[config.mk]
export PLATFORM = sky130hd
export DESIGN_NAME = mvm_frame_tx
export DESIGN_NICKNAME = d
export VERILOG_FILES = /design/src/rtl/mvm_frame_tx.sv
export SDC_FILE = /design/constraint.sdc
export NUM_CORES = 1
export LEC_CHECK = 0
export BUFFER_PORTS_ARGS = -buffer_cell sky130_fd_sc_hd__buf_4
export CORE_ASPECT_RATIO = 0.7
export CORE_MARGIN = 4
export CORE_UTILIZATION = 57
export DETAILED_ROUTE_END_ITERATION = 8
export PLACE_DENSITY = 0.78
export REMOVE_ABC_BUFFERS = 1
export SLEW_MARGIN = 15
export SYNTH_ARGS = -nofsm -noshare
export SYNTH_HDL_FRONTEND = slang
export SYNTH_SLANG_ARGS = --single-unit
export TNS_END_PERCENT = 50
[constraint.sdc]
create_clock -name clk -period 2.4 [get_ports clk]
set_input_delay 0.12 -clock clk [delete_from_list [all_inputs] [get_ports clk]]
set_output_delay 0.12 -clock clk [all_outputs]
set_load 0.01 [all_outputs]
[src/rtl/mvm_frame_tx.sv]
// Replays preloaded matrix/vector frames from a word buffer over a valid/ready stream.
// Every output is registered; the buffer is writable only while idle.
module mvm_frame_tx #(
  parameter int unsigned WIDTH = 8,
  parameter int unsigned SIZE  = 3,
  parameter int unsigned FRAME = SIZE * SIZE + 2 * SIZE,
  parameter int unsigned MAXF  = 5,
  parameter int unsigned AW    = $clog2(FRAME * MAXF)
) (
  input  logic                         clk,
  input  logic                         reset,
  input  logic                         wr_en,
  input  logic [AW-1:0]                wr_addr,
  input  logic [WIDTH-1:0]             wr_data,
  input  logic                         start,
  input  logic [$clog2(MAXF+1)-1:0]    num_frames,
  input  logic                         throttle,
  output logic                         m_valid,
  input  logic                         m_ready,
  output logic [WIDTH-1:0]             data_out,
  output logic                         busy,
  output logic                         frame_done,
  output logic                         done
);

  localparam int unsigned DEPTH = FRAME * MAXF;
  localparam int unsigned NW    = $clog2(MAXF + 1);
  localparam int unsigned PW    = $clog2(FRAME);

  typedef enum logic [1:0] {IDLE, SEND, DRAIN} state_t;

  state_t           state, state_n;
  logic [AW-1:0]    rd_ptr, rd_ptr_n;
  logic [PW-1:0]    wpos, wpos_n;
  logic [NW-1:0]    fcnt, fcnt_n;
  logic [NW-1:0]    n_lat, n_lat_n;
  logic [NW-1:0]    n_clamp;
  logic             valid_n, busy_n, frame_done_n, done_n;
  logic [WIDTH-1:0] data_n;
  logic [AW-1:0]    rd_addr;
  logic [WIDTH-1:0] rd_word;
  logic             wr_ok;
  logic             hs;
  logic             frame_end;
  logic             last_word;

  logic [WIDTH-1:0] mem [DEPTH];

  // Buffer storage; contents survive reset.
  always_ff @(posedge clk) begin
    if (wr_ok) mem[wr_addr] <= wr_data;
  end

  // Address of the word to load into data_out; same-cycle writes bypass the array.
  always_comb begin
    wr_ok = (state == IDLE) && wr_en && (32'(wr_addr) < DEPTH);
    hs    = m_valid && m_ready;
    case (state)
      SEND:    rd_addr = hs ? rd_ptr + AW'(1) : rd_ptr;
      default: rd_addr = '0;
    endcase
    if (wr_ok && (wr_addr == rd_addr)) rd_word = wr_data;
    else if (32'(rd_addr) < DEPTH)     rd_word = mem[rd_addr];
    else                               rd_word = '0;
  end

  always_comb begin
    n_clamp   = (num_frames > NW'(MAXF)) ? NW'(MAXF) : num_frames;
    frame_end = (wpos == PW'(FRAME - 1));
    last_word = frame_end && (fcnt == n_lat - NW'(1));
  end

  // Next-state and registered-output values.
  always_comb begin
    state_n      = state;
    rd_ptr_n     = rd_ptr;
    wpos_n       = wpos;
    fcnt_n       = fcnt;
    n_lat_n      = n_lat;
    valid_n      = m_valid;
    data_n       = data_out;
    busy_n       = busy;
    frame_done_n = 1'b0;
    done_n       = 1'b0;
    case (state)
      IDLE: begin
        valid_n = 1'b0;
        busy_n  = 1'b0;
        if (start) begin
          n_lat_n  = n_clamp;
          rd_ptr_n = '0;
          wpos_n   = '0;
          fcnt_n   = '0;
          busy_n   = 1'b1;
          if (n_clamp == '0) begin
            state_n = DRAIN;
          end else begin
            state_n = SEND;
            valid_n = !throttle;
            data_n  = rd_word;
          end
        end
      end
      SEND: begin
        if (hs) begin
          if (frame_end) begin
            frame_done_n = 1'b1;
            wpos_n       = '0;
            fcnt_n       = fcnt + NW'(1);
          end else begin
            wpos_n = wpos + PW'(1);
          end
          if (last_word) begin
            state_n = DRAIN;
            valid_n = 1'b0;
            done_n  = 1'b1;
          end else begin
            rd_ptr_n = rd_ptr + AW'(1);
            valid_n  = !throttle;
            data_n   = rd_word;
          end
        end else if (!m_valid) begin
          valid_n = !throttle;
          data_n  = rd_word;
        end
      end
      DRAIN: begin
        // A zero-frame request arrives here without done set and waits one extra cycle.
        valid_n = 1'b0;
        if (done) begin
          state_n = IDLE;
          busy_n  = 1'b0;
        end else begin
          done_n = 1'b1;
          busy_n = 1'b1;
        end
      end
      default: begin
        state_n = IDLE;
        valid_n = 1'b0;
        busy_n  = 1'b0;
      end
    endcase
  end

  always_ff @(posedge clk) begin
    if (!reset) begin
      state      <= IDLE;
      rd_ptr     <= '0;
      wpos       <= '0;
      fcnt       <= '0;
      n_lat      <= '0;
      m_valid    <= 1'b0;
      data_out   <= '0;
      busy       <= 1'b0;
      frame_done <= 1'b0;
      done       <= 1'b0;
    end else begin
      state      <= state_n;
      rd_ptr     <= rd_ptr_n;
      wpos       <= wpos_n;
      fcnt       <= fcnt_n;
      n_lat      <= n_lat_n;
      m_valid    <= valid_n;
      data_out   <= data_n;
      busy       <= busy_n;
      frame_done <= frame_done_n;
      done       <= done_n;
    end
  end

endmodule

==> metrics.txt <==
I/O Buffers=35; gr ovfl total=0; crit-path max FO=9; Detail Route Antenna Nets=0; n_diodes=0; initial antenna violation count=1; via count=17.8k; drt initial violations=2490; FMAX=354 MHz; maximum capacitance violations=0; largest net degree at the start of global routing=77; Tightest Pin Transition=0.956 ns; row count=65; Worst-path clk slew=0.07 ns; 1st-pass router iterations=6; endpoint class of the critical path=flop; most common cell after layout, fill and taps aside=edfxtp_1; initial cell density of the core=57.8%; GP Congestion=0.939; final hold vios=0; max-slew violations=0; H-Tree Level Count=2; VDD IR-drop max=0.715 mV; Min-Delay Path Class=in -> reg; clk_skew=0.0189 ns; Overall Global Routing Usage=29.4%; worst skew pair latency=0.60 ns; Die Width=264 um; dpl hpwl=46600 um; final setup margin=-0.423 ns; critical path class=reg -> reg; LEAKAGE=10.8 nW; vias in the first global route=17.5k; Startpoint Class=flop; most frequent cells in the layout=600 x edfxtp_1, 320 x nand2_1, 293 x buf_4; I/O pins=36; Cell variety after synth=78; die height=187 um; FF+latch count, synth=631; core area=45100 um2; fraction of registers with async set/reset=0%; RSZ-0062 raised after global routing=yes; CTS tree=done; area of the die=49300 um2; final setup violation count=8; Clk pwr share=38.4%; critical path arrival=3.35 ns; Nets=2163; Avg Cell Area, Syn=14.3 um2; failing checks=setup timing; Main synth FF type=edfxtp_1; P per Cell Area=736 nW/um2; per-cell routed wire length=26.7 um; DRC viols=0; Final Util=70.6%; post-DR vias/cell=6.40; Tmin final=2.82 ns; sequential cell area fraction in the yosys report=71.4%; Ys Warns=0; layout cells sized above 1=25.7%; final WL=74100 um; final std cells w/o fill=2780; Placement Setup Slack=-0.675 ns; internal power=18.0 mW; Net Sw Frac=23.1%; global-route wire length before repair=110000 um; dpl cells=2633; Syn Std Cell Area=26100 um2; Syn-to-layout area delta=22.1%; Seq pwr share=52.6%; CTS Buf Count=56; normalized max-slew margin=36.3%; worst path required time=2.93 ns; Final Cycle Share=118%; Post-synth EDFFs=600; Root Driver=clkbuf_16; Mapped Cells=1823; clock sink count=631; Comb power frac=9.0%; Sw Pwr=5.42 mW; tightest hold margin=0.0457 ns; status=complete, but fails checks; clk buf depth=3
-- through the flow --
stage                     TNS (ns)  area, um2  power, mW
after CTS                    -2.27      31700       23.4
final                        -2.80      31900       23.4
after global routing         -3.33      31900       24.2
after floorplan             -55.85      25500       13.4
after global placement       -4.08      29000       14.4
after detailed placement     -4.52      29000       14.4
-- critical path, cell delays in order, from the launching register on --
cell and delay [ns]:
dfxtp_2 0.32, inv_2 0.07, ha_4 0.18, inv_6 0.06
buf_6 0.12, a21oi_4 0.15, buf_12 0.21, buf_12 0.15
buf_12 0.13, mux2_4 0.30, a22oi_2 0.37, nand4_1 0.26
a31o_1 0.25, a31oi_1 0.16
-- kinds of logic after synthesis --
kind of cell	after synthesis	synth area share, %
buffers and inverters	123	2.56
XOR/XNOR	15	0.556
adder cells (fa/ha/maj)	8	0.384
AO/OA/AOI/OAI	273	7.65
multiplexers	165	7.23
flip-flops	631	71.4
AND/OR/NAND/NOR	608	10.2
-- routing by layer --
metal / vias up / wire (um) / track usage [%] / share of wire (%)
li1: 7592 / - / - / -
met1: 8799 / 28800 / 42.5 / 39
met2: 1243 / 32700 / 43.7 / 44
met3: 151 / 10500 / 9.99 / 14
met4: 0 / 2090 / 7.57 / 2.8
met5: - / 0 / 0 / 0
-- final cells by class --
class	count	area, um2
multi-input combinational	1069	7220
clock buffer	68	1500
clock inverter	36	333
fill	2842	13300
inverter	14	57.6
timing repair buffer	359	3360
sequential	631	18700
tap	603	754
-- sequential cells by signal (all words and copies together), names as in the netlist --
| register | flops |
|---|---|
| data_out | 8 |
| fcnt | 3 |
| state | 2 |
| mem | 600 |
| n_lat | 3 |
| m_valid | 1 |
| rd_ptr | 7 |
| done | 1 |
| frame_done | 1 |
| wpos | 4 |
| busy | 1 |
-- synthesized netlist by cell type, types with 9 or more instances --
| cell type | number | share of area [%] |
|---|---|---|
| nand4_1 | 15 | 0.36 |
| clkbuf_1 | 40 | 0.58 |
| xnor2_1 | 11 | 0.37 |
| a221oi_1 | 16 | 0.54 |
| inv_1 | 13 | 0.19 |
| a21oi_1 | 44 | 0.84 |
| o21ai_0 | 39 | 0.75 |
| nor2_1 | 110 | 1.6 |
| a32o_1 | 36 | 1.4 |
| o211ai_1 | 9 | 0.26 |
| a22oi_1 | 22 | 0.63 |
| mux4_2 | 17 | 1.5 |
| nand2_1 | 320 | 4.6 |
| and3_1 | 11 | 0.26 |
| buf_6 | 11 | 0.47 |
| buf_2 | 35 | 0.67 |
| mux2_2 | 15 | 0.65 |
| dfxtp_1 | 31 | 2.4 |
| a32oi_1 | 9 | 0.30 |
| nand3_1 | 101 | 1.9 |
| a31oi_1 | 37 | 0.89 |
| mux2i_1 | 132 | 5.1 |
| edfxtp_1 | 600 | 69 |
| buf_4 | 17 | 0.49 |
-- path summary, 6_finish.rpt --
| path | start | end | slack (ns) | depth (start not counted) |
|---|---|---|---|---|
| setup / recovery | state[1]$_SDFFE_PN0P_ | data_out[3]$_SDFFE_PN0P_ | -0.42 | 13 |
| hold / removal | wr_data[6] | mem[3][6]$_DFFE_PP_ | 0.05 | 1 |
| setup reg to reg | state[1]$_SDFFE_PN0P_ | data_out[3]$_SDFFE_PN0P_ | -0.42 | 13 |
| hold reg to reg | fcnt[1]$_SDFFE_PN0P_ | fcnt[1]$_SDFFE_PN0P_ | 0.50 | 2 |
-- power by group through the flow --
stage / clock [mW] / sequential [mW] / combinational (mW)
2_1_floorplan: 0 / 12.5 / 0.911
3_3_place_gp: 0 / 12.5 / 1.85
3_5_place_dp: 0 / 12.5 / 1.90
4_1_cts: 9.04 / 12.3 / 2.00
5_1_grt: 9.61 / 12.3 / 2.27
6_report: 9.01 / 12.3 / 2.12
-- what timing repair did --
item / 4_1_cts / 5_1_grt
setup buffers: 24 / 5
setup endpoints to repair: 8 / 252
gates cloned: 6 / 1
gates resized for setup: 84 / 31
hold buffers: 11 / 0
pin swaps: 26 / 20
endpoints found under the hold margin: 49 / 0
Note: power is estimated with default switching activity, not from simulation.
